===== src/rtl/pipeline_ctrl_pkg.sv =====
// rtl/pipeline_ctrl_pkg.sv - RV32I opcodes, NOP and controller state encodings
package pipeline_ctrl_pkg;

  localparam logic [6:0] OPC_LUI    = 7'b0110111;
  localparam logic [6:0] OPC_AUIPC  = 7'b0010111;
  localparam logic [6:0] OPC_JAL    = 7'b1101111;
  localparam logic [6:0] OPC_JALR   = 7'b1100111;
  localparam logic [6:0] OPC_BRANCH = 7'b1100011;
  localparam logic [6:0] OPC_LOAD   = 7'b0000011;
  localparam logic [6:0] OPC_STORE  = 7'b0100011;
  localparam logic [6:0] OPC_OP_IMM = 7'b0010011;
  localparam logic [6:0] OPC_OP     = 7'b0110011;

  localparam logic [31:0] NOP = 32'h00000013;

  typedef enum logic [1:0] {
    RUN      = 2'd0,
    MEM_WAIT = 2'd1,
    ERROR    = 2'd2
  } state_e;

  function automatic logic op_writes_rd(input logic [6:0] op);
    return op inside {OPC_LUI, OPC_AUIPC, OPC_JAL, OPC_JALR, OPC_LOAD, OPC_OP_IMM, OPC_OP};
  endfunction

  function automatic logic op_reads_rs1(input logic [6:0] op);
    return op inside {OPC_OP, OPC_OP_IMM, OPC_LOAD, OPC_STORE, OPC_BRANCH, OPC_JALR};
  endfunction

  function automatic logic op_reads_rs2(input logic [6:0] op);
    return op inside {OPC_OP, OPC_STORE, OPC_BRANCH};
  endfunction

endpackage


===== src/rtl/pipeline_ctrl_hazard_detect.sv =====
// rtl/pipeline_ctrl_hazard_detect.sv - combinational RAW hazard and C-stage class decode
module hazard_detect
  import pipeline_ctrl_pkg::*;
#(
  parameter int WIDTH = 32
) (
  input  logic [WIDTH-1:0] instd_i,
  input  logic [WIDTH-1:0] instc_i,
  input  logic [WIDTH-1:0] instw_i,
  output logic             raw_o,
  output logic             c_is_mem_o,
  output logic             c_is_ctrl_o
);

  logic [6:0] d_op, c_op, w_op;
  logic [4:0] d_rs1, d_rs2, c_rd, w_rd;
  logic       use_rs1, use_rs2, c_wr, w_wr;
  logic       rs1_hit, rs2_hit;
  logic       unused_bits;

  assign d_op  = instd_i[6:0];
  assign d_rs1 = instd_i[19:15];
  assign d_rs2 = instd_i[24:20];
  assign c_op  = instc_i[6:0];
  assign c_rd  = instc_i[11:7];
  assign w_op  = instw_i[6:0];
  assign w_rd  = instw_i[11:7];

  // x0 is hardwired zero, so it never creates a dependency on either side
  assign use_rs1 = op_reads_rs1(d_op) && (d_rs1 != 5'd0);
  assign use_rs2 = op_reads_rs2(d_op) && (d_rs2 != 5'd0);
  assign c_wr    = op_writes_rd(c_op) && (c_rd != 5'd0);
  assign w_wr    = op_writes_rd(w_op) && (w_rd != 5'd0);

  assign rs1_hit = (c_wr && (d_rs1 == c_rd)) || (w_wr && (d_rs1 == w_rd));
  assign rs2_hit = (c_wr && (d_rs2 == c_rd)) || (w_wr && (d_rs2 == w_rd));

  assign raw_o       = (use_rs1 && rs1_hit) || (use_rs2 && rs2_hit);
  assign c_is_mem_o  = (c_op == OPC_LOAD) || (c_op == OPC_STORE);
  assign c_is_ctrl_o = (c_op == OPC_BRANCH) || (c_op == OPC_JAL) || (c_op == OPC_JALR);

  assign unused_bits = ^{instd_i[WIDTH-1:25], instd_i[14:7], instc_i[WIDTH-1:12], instw_i[WIDTH-1:12]};

endmodule


===== src/rtl/pipeline_ctrl.sv =====
// rtl/pipeline_ctrl.sv - F/D/C/W hazard, memory-wait and flush sequencing controller
module pipeline_ctrl
  import pipeline_ctrl_pkg::*;
#(
  parameter int WIDTH       = 32,
  parameter int MEM_TIMEOUT = 15
) (
  input  logic             clk,
  input  logic             reset,
  input  logic [WIDTH-1:0] instD,
  input  logic [WIDTH-1:0] instC,
  input  logic [WIDTH-1:0] instW,
  input  logic             br_taken,
  input  logic             mem_ready,
  output logic             hold_f,
  output logic             hold_d,
  output logic             hold_c,
  output logic             bubble_c,
  output logic             bubble_w,
  output logic             flush,
  output logic             mem_req,
  output logic             mem_err,
  output logic [1:0]       state
);

  localparam int             CW       = $clog2(MEM_TIMEOUT);
  localparam logic [CW-1:0] CNT_LAST = CW'(MEM_TIMEOUT - 1);

  state_e        state_q, state_d;
  logic [CW-1:0] cnt_q, cnt_d;
  logic          mem_err_q, mem_err_d;
  logic          raw, c_is_mem, c_is_ctrl;

  hazard_detect #(.WIDTH(WIDTH)) u_hazard (
    .instd_i    (instD),
    .instc_i    (instC),
    .instw_i    (instW),
    .raw_o      (raw),
    .c_is_mem_o (c_is_mem),
    .c_is_ctrl_o(c_is_ctrl)
  );

  always_ff @(posedge clk) begin
    if (!reset) begin
      state_q   <= RUN;
      cnt_q     <= '0;
      mem_err_q <= 1'b0;
    end else begin
      state_q   <= state_d;
      cnt_q     <= cnt_d;
      mem_err_q <= mem_err_d;
    end
  end

  always_comb begin
    state_d   = state_q;
    cnt_d     = cnt_q;
    mem_err_d = mem_err_q;
    hold_f    = 1'b0;
    hold_d    = 1'b0;
    hold_c    = 1'b0;
    bubble_c  = 1'b0;
    bubble_w  = 1'b0;
    flush     = 1'b0;
    mem_req   = 1'b0;

    case (state_q)
      RUN: begin
        if (c_is_mem && !mem_ready) begin
          mem_req  = 1'b1;
          hold_f   = 1'b1;
          hold_d   = 1'b1;
          hold_c   = 1'b1;
          bubble_w = 1'b1;
          state_d  = MEM_WAIT;
          cnt_d    = '0;
        end else if (c_is_mem) begin
          mem_req  = 1'b1;
          hold_f   = raw;
          hold_d   = raw;
          bubble_c = raw;
        // br_taken only arrives with a control transfer in C; D is discarded, so raw is moot
        end else if (br_taken && c_is_ctrl) begin
          flush = 1'b1;
        end else begin
          hold_f   = raw;
          hold_d   = raw;
          bubble_c = raw;
        end
      end
      MEM_WAIT: begin
        mem_req = 1'b1;
        if (mem_ready) begin
          hold_f   = raw;
          hold_d   = raw;
          bubble_c = raw;
          state_d  = RUN;
        end else begin
          hold_f   = 1'b1;
          hold_d   = 1'b1;
          hold_c   = 1'b1;
          bubble_w = 1'b1;
          cnt_d    = cnt_q + 1'b1;
          if (cnt_q == CNT_LAST) begin
            state_d   = ERROR;
            mem_err_d = 1'b1;
          end
        end
      end
      ERROR: begin
        hold_f   = 1'b1;
        hold_d   = 1'b1;
        hold_c   = 1'b1;
        bubble_w = 1'b1;
      end
      default: begin
        state_d = RUN;
      end
    endcase

    if (!reset) begin
      hold_f   = 1'b0;
      hold_d   = 1'b0;
      hold_c   = 1'b0;
      bubble_c = 1'b0;
      bubble_w = 1'b0;
      flush    = 1'b0;
      mem_req  = 1'b0;
    end
  end

  assign mem_err = reset && mem_err_q;
  assign state   = reset ? state_q : RUN;

endmodule


===== config.mk =====
export PLATFORM = sky130hd
export DESIGN_NAME = pipeline_ctrl
export DESIGN_NICKNAME = d
export VERILOG_FILES = /design/src/rtl/pipeline_ctrl_pkg.sv /design/src/rtl/pipeline_ctrl_hazard_detect.sv /design/src/rtl/pipeline_ctrl.sv
export SDC_FILE = /design/constraint.sdc
export NUM_CORES = 1
export LEC_CHECK = 0
export ABC_AREA = 1
export CAP_MARGIN = 20
export CORE_AREA = 2 2 63 65
export DETAILED_ROUTE_END_ITERATION = 10
export DIE_AREA = 0 0 65 67
export PLACE_DENSITY = 0.82
export SYNTH_ARGS = -nofsm -noshare
export SYNTH_HDL_FRONTEND = slang
export SYNTH_SLANG_ARGS = --single-unit

===== constraint.sdc =====
create_clock -name clk -period 2 [get_ports clk]
set_clock_uncertainty 0.1 [all_clocks]
set_input_delay 0.4 -clock clk [delete_from_list [all_inputs] [get_ports clk]]
set_output_delay 0.4 -clock clk [all_outputs]
set_load 0.01 [all_outputs]

Word level (Yosys, flattened, before mapping). Cells that the tools add are included.

Bits in registers: 7. Bits in latches: 0. Memory bits (writable): 0. Memory bits (read-only): 0. Bits of input ports: 100. Output and inout bits: 10. Logic and storage cells: 102. Memories kept: 0.

Add/sub/neg operators: 1. Multipliers: 0. Divide/modulo/power cells: 0. $lt $le $gt $ge: 0. Equality and inequality tests: 32. Shift operators: 0. Muxes and demuxes: 31. Bitwise operators: 2. Reductions and logical operators: 33.

Operators with widths (count): 7-bit by 6-bit equality test with 1-bit output (second input constant) (7); 7-bit equality test (second input constant) (7); 7-bit by 5-bit equality test with 1-bit output (second input constant) (5); 7-bit by 2-bit equality test with 1-bit output (second input constant) (3); 5-bit equality test (4); 5-bit nonzero test (4); 1-bit two-way mux (19); 7-bit nonzero test (2); 1-bit logical AND (13); 3-bit AND reduction (3); 2-bit two-way mux (4); 4-bit two-way mux (2); 4-bit case mux with 2 select lines (1); 1-bit logical OR (6); 1-bit case mux with 3 select lines (2); 2-bit case mux with 3 select lines (1); 6-bit nonzero test (1); 4-bit by 1-bit adder with 4-bit output (second input constant) (1); 4-bit equality test (second input constant) (1); 2-bit inequality test (second input constant) (2); 1-bit case mux with 2 select lines (2); 3-bit inequality test (second input constant) (1); 3-bit nonzero test (1); 2-bit by 1-bit equality test with 1-bit output (second input constant) (1); 5 further kinds (6).

Depth between registers and ports, before layout. Gate-level depths: netlist of run 1.

Depth in word-level cells: 12. Depth in mapped cells: 15. Mapped depth without buffers: 14.

Modules after synthesis. From an unflattened synthesis of run 1, not the netlist that was laid out.

Cells, all modules: 196. Area total of the unflattened synthesis: 1066.0 um^2.

Modules (own cells, without submodules): hazard_detect (times used 1, cells an instance 117, area each 554.3 um^2, seq. area each 0.0 um^2); pipeline_ctrl (times used 1, cells an instance 79, area each 511.7 um^2, seq. area each 140.1 um^2).

Worst setup path before layout of run 1. Ideal clock, no wire load.

Path kind: input to output. From: input instW[2]. To: output hold_f. Arrival: 1.460 ns. Data required time: 1.500 ns. Setup slack: 0.040 ns. Stages on the path: 12. Buffers on the path: 1. Cell sequence: o21ai_0 > a21oi_1 > nor2_2 > nand2_1 > nand2_1 > nand2_1 > nand2_2 > nand2_1 > nand2_1 > nand2_1 > nor2_1 > buf_4.

Word-level cells in the longest chain between the ends: 12. Elaborated cells on any way between the ends: 22. Those cells by class: eq/ne: 7; mux: 6; reduce/logical: 9.

Ends and longest elaborated chain: from (decl) (line pipeline_ctrl.sv:12) `input logic [WIDTH-1:0] instW,`; 7-bit by 6-bit equality test with 1-bit output (tied with other cells) (line pipeline_ctrl_pkg.sv:23) `return op inside {OPC_LUI, OPC_AUIPC, OPC_JAL, OPC_JALR, OPC_LOAD, OPC_OP_IMM, OPC_OP};`; 7-bit nonzero test * (line pipeline_ctrl_pkg.sv:23); 1-bit logical AND * (line pipeline_ctrl_hazard_detect.sv:33) `assign w_wr = op_writes_rd(w_op) && (w_rd != 5'd0);`; 1-bit logical AND, on equally long branches (line pipeline_ctrl_hazard_detect.sv:35, pipeline_ctrl_hazard_detect.sv:36); 1-bit logical OR, on equally long branches (line pipeline_ctrl_hazard_detect.sv:35, pipeline_ctrl_hazard_detect.sv:36); 1-bit logical AND (line pipeline_ctrl_hazard_detect.sv:38) `assign raw_o = (use_rs1 && rs1_hit) || (use_rs2 && rs2_hit);`; 1-bit logical OR * (line pipeline_ctrl_hazard_detect.sv:38); 1-bit two-way mux (3 in series); 1-bit case mux with 3 select lines *; 1-bit two-way mux *; to (decl) (line pipeline_ctrl.sv:15) `output logic hold_f,`.

Every way passes the cells marked *; elsewhere a longest branch is shown, timed or not.

Worst setup path after layout of run 1.
From: input instD[24]. To: output hold_d.

Word-level cells in the longest chain between the ends: 10. Elaborated cells on any way between the ends: 15. Those cells by class: eq/ne: 2; mux: 6; reduce/logical: 7.

Ends and longest elaborated chain: from (decl) (line pipeline_ctrl.sv:10) `input logic [WIDTH-1:0] instD,`; 5-bit equality test (line pipeline_ctrl_hazard_detect.sv:36) `assign rs2_hit = (c_wr && (d_rs2 == c_rd)) || (w_wr && (d_rs2 == w_rd));`; 1-bit logical AND (line pipeline_ctrl_hazard_detect.sv:36); 1-bit logical OR (line pipeline_ctrl_hazard_detect.sv:36); 1-bit logical AND * (line pipeline_ctrl_hazard_detect.sv:38); 1-bit logical OR * (line pipeline_ctrl_hazard_detect.sv:38); 1-bit two-way mux (line pipeline_ctrl.sv:83) `end else if (br_taken && c_is_ctrl) begin`; 1-bit two-way mux (line pipeline_ctrl.sv:77) `end else if (c_is_mem) begin`; 1-bit two-way mux (line pipeline_ctrl.sv:69) `if (c_is_mem && !mem_ready) begin`; 1-bit case mux with 3 select lines * (line pipeline_ctrl.sv:67) `case (state_q)`; 1-bit two-way mux * (line pipeline_ctrl.sv:121) `if (!reset) begin`; to (decl) (line pipeline_ctrl.sv:16) `output logic hold_d,`.

Marks and branches as above.

==> results.py, run 1 <==
metrics = {
    "run_status": {
        "status": "complete, but fails checks",
        "violations": "negative setup slack",
    },
    "routing": {
        "first_pass_iters": 4,
        "postRouteWirelength_um": 3312,
        "drtIter0Drc": 31,
        "drc": 0,
        "antenna_left": 0,
        "viasPerCell": 4.594,
        "wl_per_cell_um": 10.93,
        "vias": 1392,
    },
    "grt": {
        "antenna_found_initial": 0,
        "grt_pass1_wl_um": 5154,
        "grtUsageMet3": 0.01689,
        "grt_usage": 0.1480,
        "grt_use_met1": 0.1771,
        "grt_pass1_vias": 1297,
        "use_met2": 0.2642,
        "grt_overflow": 0,
        "grt_max_degree": 7,
        "grt.busiest_layer": "met2",
    },
    "cts": {
        "cts.htree.levels": 1,
        "cts_max_path_buffers": 2,
        "clkLatencyLatePin_ns": 0.23,
        "clk_pin_slew_ns": 0.04,
        "clock_sinks": 7,
        "cts_tree": "built",
        "cts_buffers": 3,
        "cts-root-buf": "clkbuf_8",
        "cts-hold-fix-buffers": 0,
    },
    "placed_design": {
        "dpl.hpwl_um": 2423,
        "portBuffers": 54,
        "place_area_mm2": 0.001667,
        "gp_congestion": 0.9251,
    },
    "floorplan": {
        "io_pins": 110,
        "dieArea_mm2": 0.004355,
        "die_w_um": 65,
        "rows": 22,
        "core-area_mm2": 0.003606,
        "start_util": 0.2769,
        "die_h_um": 67,
    },
    "min_path": {
        "hp-class": "flop to flop",
    },
    "sta": {
        "fin_crit_sh": 1.023,
        "rsz0062_at_grt": "yes",
        "maxClockFrequency_mhz": 488.6,
        "slew_violations": 0,
        "finalHoldViolations": 0,
        "slew_headroom": 0.8198,
        "setup_ws_ns": -0.04659,
        "period_needed_ns": 2.047,
        "tightestPinTransition_ns": 0.2681,
        "finalSetupViolCount": 3,
    },
    "critical_path": {
        "slowest_stage": "nor4_2",
        "critPathMaxFanout": 4,
        "path_class": "input port to primary output",
        "crit_path_start_kind": "input port",
        "cp.required_ns": 1.50,
        "cp-end-kind": "primary output",
        "path_cells": "buf_6, inv_2, nand2_1, nor4_2, buf_4, nor3_2, nand2_2, nand2_2, a21oi_1, nor2_2, buf_2",
        "slowest_delay_ns": 0.19,
        "path_common_cell": "nand2_2",
        "critPathArrivalTime_ns": 1.55,
    },
    "final_layout": {
        "drive_gt1_frac": 0.4784,
        "fin_util": 0.5326,
        "antennaDiodeCount": 0,
        "num-nets-final": 358,
        "fin_area_mm2": 0.001921,
        "n_fill_cell": 336,
        "ff_latch_area_um2": 140.1,
        "multi_input_area_um2": 914.6,
        "area_growth_pct": 92.36,
    },
    "yosys": {
        "yosysTopAreaCellShare": 0.2068,
        "seq_area_frac_synth": 0.1404,
        "synth_area_um2": 998.5,
        "netlist_top_cells_count": "55 x nand2_1, 32 x inv_1, 16 x nor2_1",
        "synth.most_common_cell": "nand2_1",
        "synth_cells": 182,
        "synth_flop_cell": "dfxtp_1",
        "syn_area_per_cell_um2": 5.486,
        "synth-edff-count": 0,
        "synth-seq-cells": 7,
        "ys_types": 24,
        "synthTopCellsByArea": "nand2_1 21%, dfxtp_1 14%, inv_1 12%",
        "yosys_warnings": 0,
        "yosysTopAreaCell": "nand2_1",
        "synthArstFlopShare": 0,
        "syn-num-nets": 284,
    },
    "power_and_ir_drop": {
        "vdd_drop_max_uv": 126.2,
        "leakage_uw": 0.001003,
        "p_per_area_mw_per_mm2": 309.1,
    },
    "job": {
        "cap_violations": 0,
    },
}
## power by group
group	total [µW]	switching, µW	internal, µW
registers	141	0.167	140
clock network	196	58.5	138
logic	257	115	142
total	594	174	420
## cell type report
cell class	instances	share of cell area
timing repair buffer	71	0.3231
sequential	7	0.07296
inverter	34	0.07296
clock buffer	4	0.02345
tap	48	0.03127
multi-input combinational	139	0.4762
## metrics by stage
| step | total power (µW) | setup TNS, ns | hold WS (ns) | std cells | setup slack (ns) |
|---|---|---|---|---|---|
| floorplan | 215.6 | 0 | 0.3250 | 182 | 0.03963 |
| global placement | 344.1 | -6.035 | 0.3416 | 293 | -0.8758 |
| detailed placement | 346.2 | -6.148 | 0.3598 | 293 | -0.8947 |
| CTS | 536.6 | -0.1658 | 0.3678 | 300 | -0.07586 |
| global route | 634.4 | -0.6670 | 0.3881 | 303 | -0.2116 |
| finish | 593.7 | -0.1165 | 0.3636 | 303 | -0.04659 |
## sequential cells by signal, indices dropped and copies added (netlist names)
name       cells
cnt_q          4
state_q        2
mem_err_q      1
## what timing repair did
| item | CTS | global route |
|---|---|---|
| setup endpoints to repair | 10 | 9 |
| buffers inserted | 3 | 3 |
| gates resized for setup | 205 | 77 |
| endpoints found under the hold margin | 0 | 0 |
| pin swaps | 38 | 38 |
| cloned | 0 | 0 |
## kinds of logic after synthesis
group                      Yosys count  synth area share
and+or+nand+nor                    102            0.4587
buffers and inverters               36            0.1429
AOI/OAI and AO/OA                   22            0.1191
xor gates and xnor gates            13            0.1140
DFF                                  7            0.1403
adders and majority gates            2           0.02506
## critical path: cells and delay by family
| family | cells | cell delay, ns |
|---|---|---|
| and+or+nand+nor | 6 | 0.50 |
| AOI/OAI and AO/OA | 1 | 0.17 |
| buffers and inverters | 4 | 0.47 |
## final timing paths
| check | start | slack [ns] | end | cells past startpoint |
|---|---|---|---|---|
| setup reg to reg | state_q[0] | 0.69 | cnt_q[3] | 6 |
| setup / recovery | instD[24] | -0.05 | hold_d | 11 |
| hold / removal | mem_err_q | 0.36 | mem_err_q | 2 |
| hold reg to reg | mem_err_q | 0.36 | mem_err_q | 2 |
## layer usage
metal / routed length (µm) / vias to the layer above
li1: - / 725
met1: 1452 / 628
met2: 1681 / 35
met3: 151 / 4
met4: 27 / 0
met5: 0 / -
## cell usage in the layout, fill, tap and decap left out, types with 9 or more instances in the layout
cell type	synthesis	final
nand2_1	55	43
buf_4	2	23
inv_1	32	20
buf_6	0	16
buf_2	0	15
nor2_1	16	12
nand2_2	1	12
inv_2	2	9
xnor2_2	0	9
(Power assumes the default switching activity.)
==> run 2: changes to the inputs <==
--- a/config.mk
+++ b/config.mk
@@ -8,6 +8,7 @@
 export ABC_AREA = 1
 export CAP_MARGIN = 20
 export CORE_AREA = 2 2 63 65
+export CTS_CLUSTER_DIAMETER = 80
 export DETAILED_ROUTE_END_ITERATION = 10
 export DIE_AREA = 0 0 65 67
 export PLACE_DENSITY = 0.82
==> results of run 2 <==
Final layout, timing and power as in run 1 (identical DEF).
==> run 3: changes to the inputs <==
--- a/config.mk
+++ b/config.mk
@@ -11,6 +11,7 @@
 export CTS_CLUSTER_DIAMETER = 80
 export DETAILED_ROUTE_END_ITERATION = 10
 export DIE_AREA = 0 0 65 67
+export GPL_TIMING_DRIVEN = 0
 export PLACE_DENSITY = 0.82
 export SYNTH_ARGS = -nofsm -noshare
 export SYNTH_HDL_FRONTEND = slang
==> results.py, run 3 (synthesis results as in run 1) <==
metrics = {
    "routing": {
        "antenna_left": 0,
        "vias": 1358,
        "postRouteWirelength_um": 3276,
        "wl_per_cell_um": 11.07,
        "first_pass_iters": 4,
        "drc": 0,
        "viasPerCell": 4.588,
        "drtIter0Drc": 44,
    },
    "floorplan": {
        "rows": 22,
        "die_h_um": 67,
        "dieArea_mm2": 0.004355,
        "io_pins": 110,
        "core-area_mm2": 0.003606,
        "die_w_um": 65,
        "start_util": 0.2769,
    },
    "critical_path": {
        "critPathArrivalTime_ns": 1.69,
        "cp_top_family": "simple AND/OR/NAND/NOR gates",
        "slowest_delay_ns": 0.20,
        "worst-path-buf-inv": 3,
        "cp.required_ns": 1.50,
        "crit_path_start_kind": "input port",
        "slowest_stage": "nor2_1",
        "critPathMaxFanout": 4,
        "cp-end-kind": "primary output",
        "path_class": "input port to primary output",
        "path_common_cell": "nand2_1",
        "path_cells": "buf_2, nor2_1, nor2_1, nand2_1, nand2_2, nand3_2, nand2_1, nand2_1, nand2_2, nand2_1, nand2_1, nand2_1, nor2_2, buf_4, buf_6",
    },
    "sta": {
        "slew_headroom": 0.7946,
        "period_needed_ns": 2.194,
        "fin_crit_sh": 1.097,
        "finalHoldViolations": 0,
        "slew_violations": 0,
        "tightestPinTransition_ns": 0.3065,
        "finalSetupViolCount": 3,
        "hold_slack_ns": 0.3622,
        "fin_setup_tns_ns": -0.5092,
        "setup_ws_ns": -0.1943,
        "maxClockFrequency_mhz": 455.7,
        "rsz0062_at_grt": "yes",
    },
    "grt": {
        "grt_use_met1": 0.1615,
        "grt_pass1_wl_um": 4871,
        "grt_overflow": 0,
        "grt_max_degree": 8,
        "use_met2": 0.2706,
        "grt_pass1_vias": 1194,
        "grt_usage": 0.1411,
        "grt.busiest_layer": "met2",
        "antenna_found_initial": 0,
        "grtUsageMet3": 0.01689,
    },
    "final_layout": {
        "top_register": "cnt_q",
        "drive_gt1_frac": 0.4032,
        "layout_commonest_cell": "nand2_1",
        "antennaDiodeCount": 0,
        "num-nets-final": 351,
        "area_growth_pct": 73.18,
        "reg_top3": "cnt_q (4), state_q (2), mem_err_q (1)",
        "final_cell_mix": "48 x nand2_1, 21 x buf_2, 20 x inv_1, 13 x inv_2, 13 x buf_4",
        "fin_cells": 296,
        "n_fill_cell": 374,
        "largest_reg_flops": 4,
    },
    "power_and_ir_drop": {
        "leakage_uw": 0.0008579,
        "p_per_area_mw_per_mm2": 316.4,
        "vdd_drop_max_uv": 134.4,
        "power_uw": 547.0,
    },
    "cts": {
        "clock_sinks": 7,
        "cts_tree": "built",
        "clk_pin_slew_ns": 0.04,
        "clkLatencyLatePin_ns": 0.22,
        "cts-root-buf": "clkbuf_8",
        "cts.htree.levels": 1,
        "cts_buffers": 3,
        "cts_max_path_buffers": 2,
    },
    "min_path": {
        "hp-class": "flop to flop",
    },
    "run_status": {
        "violations": "negative setup slack",
        "status": "complete, but fails checks",
    },
    "placed_design": {
        "portBuffers": 54,
        "gp_congestion": 0.8431,
        "dp.cells": 284,
        "dpl.hpwl_um": 2325,
    },
    "job": {
        "cap_violations": 0,
    },
}
==> run 3: area by class of cell <==
cell class              count  area, µm²  share of cell area
repair buffers             62      486.7              0.2815
inverters                  34      130.1             0.07525
well taps                  48      60.06             0.03473
multi-input cells         139      852.1              0.4928
flip-flops and latches      7      140.1             0.08104
clock buffers               4      45.04             0.02605
plain buffers               2      15.01            0.008683
==> run 3: metrics by stage <==
step | cell area [µm²] | setup WS, ns | utilization
floorplan | 998.5 | 0.03963 | -
global placement | 1599 | -0.9836 | 0.4434
detailed placement | 1599 | -1.005 | 0.4434
CTS | 1634 | -0.1890 | 0.4532
global route | 1729 | -0.3276 | 0.4795
finish | 1729 | -0.1943 | 0.4795
==> run 3: per-layer routing <==
metal	part of all wire	wire, µm
met1	0.42	1361
met2	0.51	1678
met3	0.053	174
met4	0.019	61
met5	0	0
==> run 3: final timing paths <==
kind                            slack [ns]       start   endpoint  cells past startpoint
worst max register to register        0.65  state_q[1]   cnt_q[3]                      6
worst min register to register        0.36   mem_err_q  mem_err_q                      2
worst min-delay path                  0.36   mem_err_q  mem_err_q                      2
worst max-delay path                 -0.19    instC[6]     hold_f                     15
==> run 3: power by group <==
group	internal (µW)	switching, µW
Sequential	140	0.222
Combinational	107	105
Clock	138	57.2
==> run 3: repair_timing <==
action	in CTS	in global routing
endpoints found under the setup margin	10	6
gates resized for setup	200	33
pin swaps	45	22
hold buffers	0	0
buffers inserted	5	3
==> run 3: tightest hold or removal path: cells and delay by family (launching register included) <==
family           cells  cell delay (ns)
AND/OR/NAND/NOR      1             0.06
flip-flops           1             0.30
AO/OA/AOI/OAI        1             0.07
